## src/rtl/counter_pkg.sv

```systemverilog
// Shared constants and helpers for the modulo-N counter family (up and down).
package counter_pkg;

  localparam int CNT_WIDTH_DEF = 4;
  localparam int CNT_MOD_DEF   = 11;

  // Load values above the top of the sequence are clamped to mod-1.
  function automatic int unsigned clamp_ld(input int unsigned val, input int unsigned mod);
    return (val > mod - 1) ? (mod - 1) : val;
  endfunction

endpackage

```

## src/rtl/counter_down_if.sv

```systemverilog
// Control/status bundle for counter_down: load and enable inputs, count and flags back.
interface counter_down_if
  import counter_pkg::*;
#(
  parameter int WIDTH = CNT_WIDTH_DEF
);

  // No handshake: the counter advances on every rising edge where en & clkEn is
  // high; ld overrides the advance. count/wrap are registered, bo is a decode.
  logic             en;
  logic             clkEn;
  logic             ld;
  logic [WIDTH-1:0] ldVal;
  logic [WIDTH-1:0] count;
  logic             bo;
  logic             wrap;

  modport master (
    output en, clkEn, ld, ldVal,
    input  count, bo, wrap
  );

  modport slave (
    input  en, clkEn, ld, ldVal,
    output count, bo, wrap
  );

endinterface

```

## src/rtl/counter_down_term_detect.sv

```systemverilog
// Terminal-count decode: flags a counter value of zero.
module term_detect #(
  parameter int WIDTH = 4
) (
  input  logic [WIDTH-1:0] i_val,
  output logic             o_zero
);

  assign o_zero = (i_val == '0);

endmodule

```

## src/rtl/counter_down.sv

```systemverilog
// Modulo-MOD down counter: load with clamp, qualified decrement, wrap pulse and borrow-out.
module counter_down
  import counter_pkg::*;
#(
  parameter int WIDTH = CNT_WIDTH_DEF,
  parameter int MOD   = CNT_MOD_DEF
) (
  input  logic           clk,
  input  logic           rst,
  counter_down_if.slave  bus
);

  localparam logic [WIDTH-1:0] MAX_VAL = WIDTH'(MOD - 1);

  logic [WIDTH-1:0] r_count;
  logic             r_wrap;
  logic [WIDTH-1:0] w_count_nxt;
  logic             w_wrap_nxt;
  logic [WIDTH-1:0] w_ld_val;
  logic             w_zero;
  logic             w_adv;

  term_detect #(.WIDTH(WIDTH)) u_term_detect (
    .i_val  (r_count),
    .o_zero (w_zero)
  );

  assign w_adv    = bus.en & bus.clkEn;
  assign w_ld_val = WIDTH'(clamp_ld(32'(bus.ldVal), MOD));

  // Load beats advance; wrap only pulses on the edge that leaves zero.
  always_comb begin
    w_count_nxt = r_count;
    w_wrap_nxt  = 1'b0;
    if (bus.ld) begin
      w_count_nxt = w_ld_val;
    end else if (w_adv) begin
      if (w_zero) begin
        w_count_nxt = MAX_VAL;
        w_wrap_nxt  = 1'b1;
      end else begin
        w_count_nxt = r_count - WIDTH'(1);
      end
    end
  end

  always_ff @(posedge clk) begin
    if (rst) begin
      r_count <= MAX_VAL;
      r_wrap  <= 1'b0;
    end else begin
      r_count <= w_count_nxt;
      r_wrap  <= w_wrap_nxt;
    end
  end

  assign bus.count = r_count;
  assign bus.bo    = w_zero;
  assign bus.wrap  = r_wrap;

endmodule

```

## src/flat_wrapper.sv

```systemverilog
// flat-port wrapper written by rule: the top's interface ports become plain ports
module counter_down_flat import counter_pkg::*;
#(
  parameter int WIDTH = CNT_WIDTH_DEF,
  parameter int MOD   = CNT_MOD_DEF
)
  (clk, rst, bus_en, bus_clkEn, bus_ld, bus_ldVal, bus_count, bus_bo, bus_wrap);
  counter_down_if #(.WIDTH(WIDTH)) bus_i ();
  input  logic clk;
  input  logic rst;
  input wire logic [$bits(bus_i.en)-1:0] bus_en;
  input wire logic [$bits(bus_i.clkEn)-1:0] bus_clkEn;
  input wire logic [$bits(bus_i.ld)-1:0] bus_ld;
  input wire logic [$bits(bus_i.ldVal)-1:0] bus_ldVal;
  output wire logic [$bits(bus_i.count)-1:0] bus_count;
  output wire logic [$bits(bus_i.bo)-1:0] bus_bo;
  output wire logic [$bits(bus_i.wrap)-1:0] bus_wrap;
  assign bus_i.en = bus_en;
  assign bus_i.clkEn = bus_clkEn;
  assign bus_i.ld = bus_ld;
  assign bus_i.ldVal = bus_ldVal;
  assign bus_count = bus_i.count;
  assign bus_bo = bus_i.bo;
  assign bus_wrap = bus_i.wrap;
  counter_down #(.WIDTH(WIDTH), .MOD(MOD)) u_core (.clk(clk), .rst(rst), .bus(bus_i));
endmodule
```

## config.mk

```make
export PLATFORM = sky130hd
export DESIGN_NAME = counter_down_flat
export DESIGN_NICKNAME = d
export VERILOG_FILES = /design/src/rtl/counter_pkg.sv /design/src/rtl/counter_down_if.sv /design/src/rtl/counter_down_term_detect.sv /design/src/rtl/counter_down.sv /design/src/flat_wrapper.sv
export SDC_FILE = /design/constraint.sdc
export NUM_CORES = 1
export LEC_CHECK = 0
export ABC_CLOCK_PERIOD_IN_PS = 2100
export CAP_MARGIN = 5
export CORE_AREA = 2 2 39 41
export DETAILED_ROUTE_END_ITERATION = 8
export DIE_AREA = 0 0 41 43
export DONT_BUFFER_PORTS = 1
export HOLD_SLACK_MARGIN = 0.03
export PLACE_DENSITY = 0.44
export SYNTH_ARGS = -nofsm -noshare
export SYNTH_HDL_FRONTEND = slang
export SYNTH_SLANG_ARGS = --single-unit
```

## constraint.sdc

```tcl
create_clock -name clk -period 2.1 [get_ports clk]
set_input_delay 0.42 -clock clk [delete_from_list [all_inputs] [get_ports clk]]
set_output_delay 0.42 -clock clk [all_outputs]
set_load 0.005 [all_outputs]
```

# Yosys cells after proc, flatten, opt, wreduce, memory -nomap -nowiden
# Cells that the tools add are included.
[word_totals]
latch_bits = 0
romBits = 0
mem_count = 0
output_inout_bits = 6
ram_bits = 0
reg_bits = 5
in_bits = 9
[classes]
n_div = 0
n_lt_le_gt_ge = 1
reduce_logical = 3
add_sub_neg = 1
eq_ne = 0
shift = 0
mul = 0
muxes = 5
n_bitwise = 2
[ops]
columns = ["operator", "n"]
rows = [
  ["4-bit 2-to-1 mux", 4],
  ["4-bit greater-than comparator (second input constant)", 1],
  ["4-bit logical NOT", 1],
  ["4-bit by 1-bit subtractor with 4-bit output (second input constant)", 1],
  ["3-bit OR reduction", 1],
  ["2-bit nonzero test", 1],
  ["1-bit bitwise AND", 1],
  ["1-bit 2-to-1 mux", 1],
  ["1-bit inverter", 1],
]

# Logic depth before layout (Yosys ltp)
[logic_depth]
word_depth = 4
depth_mapped = 5

# Modules after synthesis
# A second synthesis with hierarchy kept.
[unflattened]
cells_unflattened = 35
hier_area_um2 = 326.6
[modules_own_cells]
columns = ["module", "area_each_um2", "cells_per_inst", "seq_area_each_um2", "n_inst"]
rows = [
  ["counter_down", 314.1, 34, 100.1, 1],
  ["term_detect", 12.5, 1, 0.0, 1],
]

# Worst setup path after synthesis
# No wires, ideal clock.
[synth_timing]
path_type = "flip-flop to flip-flop"
startpoint = "register u_core.r_count[0] (netlist: u_core.bus.count[0])"
endpoint = "register u_core.r_count[2] (netlist: u_core.bus.count[2])"
required_ns = 1.985
path_buffers = 0
stages_incl_launch_ff = 6
t_arrival_ns = 1.162
path_slack_ns = 0.824
cell_sequence = "dfxtp_1 > inv_1 > ha_1 > nand3_1 > mux2_1 > o21a_1"
[synth_between]
elab_chain_cells = 4
word_cells_on_any_way = 5
cone_classes = "add/sub: 1; mux: 3; reduce/logical: 1"
[synth_rtl]
columns = ["item", "line", "source"]
rows = [
  ["from (decl)", "counter_down.sv:15", "logic [WIDTH-1:0] r_count;"],
  ["from (signal assigned)", "counter_down.sv:52", "r_count <= w_count_nxt;"],
  ["4-bit by 1-bit subtractor with 4-bit output or 4-bit logical NOT (tied branches)", "counter_down.sv:42, counter_down_term_detect.sv:9", ""],
  ["4-bit 2-to-1 mux (*)", "counter_down.sv:38", "if (w_zero) begin"],
  ["4-bit 2-to-1 mux (*)", "counter_down.sv:37", "end else if (w_adv) begin"],
  ["4-bit 2-to-1 mux (*)", "counter_down.sv:35", "if (bus.ld) begin"],
]
# Mark *: on every way between the ends. The rest lies on a longest branch, timed or not. The select of a mux whose other input is x is not followed.
# A chain may end at the register's enable or synchronous reset.

# Worst setup path in the final report
[layout_timing]
startpoint = "register u_core.r_count[0] (netlist: u_core.bus.count[0])"
endpoint = "output bus_bo"
[layout_between]
elab_chain_cells = 1
[layout_rtl]
columns = ["item", "line", "source"]
rows = [
  ["4-bit logical NOT", "counter_down_term_detect.sv:9", "assign o_zero = (i_val == '0);"],
  ["to (decl)", "flat_wrapper.sv:16", "output wire logic [$bits(bus_i.bo)-1:0] bus_bo;"],
]
# Every way passes these cells.

==> qor.yml <==
timing:
  max_clock_freq_mhz: 646
  period_share_pct: 73.7
  worstMarginPinSlew_ns: 0.266
  drv_slew: 0
  setup_tns_ns: 0
  slew-limit-headroom_pct: 82.0
  hold_viol: 0
  skew_ns: 0.000872
  rsz0062_at_grt: "false"
  setup_viol: 0
  finalCriticalPeriod_ns: 1.55
route:
  vias: 286
  first_pass_iters: 2
  via_per_inst: 5.30
  drc_errors: 0
  postRouteAntennaNets: 0
  wl_per_cell_microns: 12.8
  drt_iter0_drc: 3
  routed_wl_microns: 691
floorplan:
  dieArea_sq_mm: 0.00176
  initial_core_util_pct: 22.2
  fp.dieW_microns: 41
  core_area_sq_mm: 0.00138
  die_y_microns: 43
  io_pins: 15
  rows: 14
worst_setup_path:
  path_max_fanout: 5
  arrival_ns: 1.13
  start_kind: "flop"
  endpoint_kind: "output port"
  required_ns: 1.68
  worstSetupPathType: "flop to output port"
synth:
  syn_area_sq_um: 307
  post-synth-top-count-cell: "dfxtp_1"
  yosysTopAreaCellShare_pct: 32.7
  synth_cell_types: 23
  yosysSeqAreaShare_pct: 32.7
  syn_nets: 45
  async_flop_share_pct: 0
  synth_flop_cell: "dfxtp_1"
  synth_area_leaders: "dfxtp_1, a21oi_1, nand3_1"
  synth-seq-cells: 5
  yosys.area.top_type: "dfxtp_1"
  yosysWarnings: 0
  avgSynthCellArea_sq_um: 8.76
  ys_top_cells_by_count: "dfxtp_1, a21oi_1, nand3_1, nor2_1"
  synth-edff-count: 0
  syn_inst: 35
clock_network:
  clock_latency_ns: 0.24
  cts_hold_buf: 0
  postCtsSetupBuffers: 0
  clock_path_buffers: 2
  cts.clk_slew.worst_paths_ns: 0.04
  numCtsBuffers: 3
  cts_sinks: 5
  cts_resized: 0
  cts_tree: "built"
  cts-htree-levels: 1
  root_buffer: "clkbuf_4"
run:
  cap_viol_max_count: 0
grt:
  grt_pass1_vias: 232
  grt_max_degree: 11
  grtUsageMet2_pct: 10.0
  grt_antenna_before_repair: 0
  grtUsageMet1_pct: 12.5
  grtUsageTotal_pct: 9.33
  grt_pass1_wl_microns: 1030
  grt_overflow: 0
  top_usage_layer: "met1"
  met3_usage_pct: 3.66
final_layout:
  nFillCells: 154
  nNetsFinal: 49
  final_cells: 54
  drive_gt1_share_pct: 13.2
  utilization_pct: 25.1
  syn_to_final_growth_pct: 13.5
  diodes: 0
placement:
  place_inst: 50
  gp_congestion: 0.730
  portBuffers: 0
power:
  leakagePower_uw: 0.000132
  powerDensity_mw_per_mm2: 718
  peakVddDrop_uv: 183
min_path:
  worstHoldPathType: "input pin to flop"
status:
  status: "finished, final reports clean"
## sequential cells by signal (all words and copies together), names as in the netlist
signal / count
u_core.bus.wrap: 1
u_core.bus.count: 4
## cells in the final DEF (no fill, tap or decap)
cell type	count
dfxtp_1	5
a21oi_1	3
nor2_1	3
nand3_1	3
clkbuf_4	3
inv_1	2
nand2b_1	2
nor3b_2	1
a21o_1	1
a311oi_1	1
a211o_1	1
nand2_1	1
o21ai_0	1
nand4b_1	1
o311ai_1	1
nor2b_1	1
mux2_1	1
o21a_1	1
mux2_2	1
o311a_1	1
a41oi_1	1
nor4b_1	1
ha_1	1
clkbuf_1	1
## stage by stage
stage	total power, uW	setup WS, ns	instance area, sq um	hold WS, ns
after floorplan	139	0.824	307	0.497
after CTS	257	0.523	348	0.253
after global routing	270	0.456	348	0.252
final	250	0.553	348	0.261
after detailed placement	144	0.749	322	0.511
after global placement	143	0.745	322	0.510
## worst paths after layout
kind / slack (ns) / startpoint / cells after the start / to
setup / recovery: 0.55 / u_core.bus.count[0] / 3 / bus_bo
hold / removal: 0.26 / bus_ld / 1 / u_core.bus.wrap
setup reg to reg: 0.74 / u_core.bus.count[0] / 5 / u_core.bus.count[2]
hold reg to reg: 0.57 / u_core.bus.count[0] / 2 / u_core.bus.count[0]
## critical path, cell delays in order, from the launching register on
cell	delay (ns)
dfxtp_1	0.35
inv_1	0.07
ha_1	0.18
nor3b_2	0.29
## area by class of cell
class / count / area, sq um / area share [%]
multi-input cells: 27 / 194 / 55.8
clock buffers: 4 / 26.3 / 7.55
flip-flops and latches: 5 / 100 / 28.8
well taps: 16 / 20.0 / 5.76
inverters: 2 / 7.51 / 2.16
## layer usage
| layer | up-vias | share of wire (%) |
|---|---|---|
| li1 | 142 | - |
| met1 | 132 | 44 |
| met2 | 12 | 45 |
| met3 | 0 | 11 |
| met4 | 0 | 0 |
| met5 | - | 0 |
## cell families after synthesis
family,count (synthesis),share of synthesized area [%]
AND/OR/NAND/NOR,13,25.7
AO/OA/AOI/OAI,11,26.1
flip-flops,5,32.7
buffers and inverters,3,4.08
multiplexers,2,7.35
adder cells (fa/ha/maj),1,4.08
## power breakdown
group / total [uW] / leakage, uW / internal, uW / switching (uW)
Combinational: 31.4 / 0.0000761 / 17.9 / 13.5
Sequential: 110 / 0.0000413 / 102 / 8.55
Clock: 108 / 0.0000150 / 71.6 / 36.5
No activity file was read; power rests on OpenSTA's default activity.
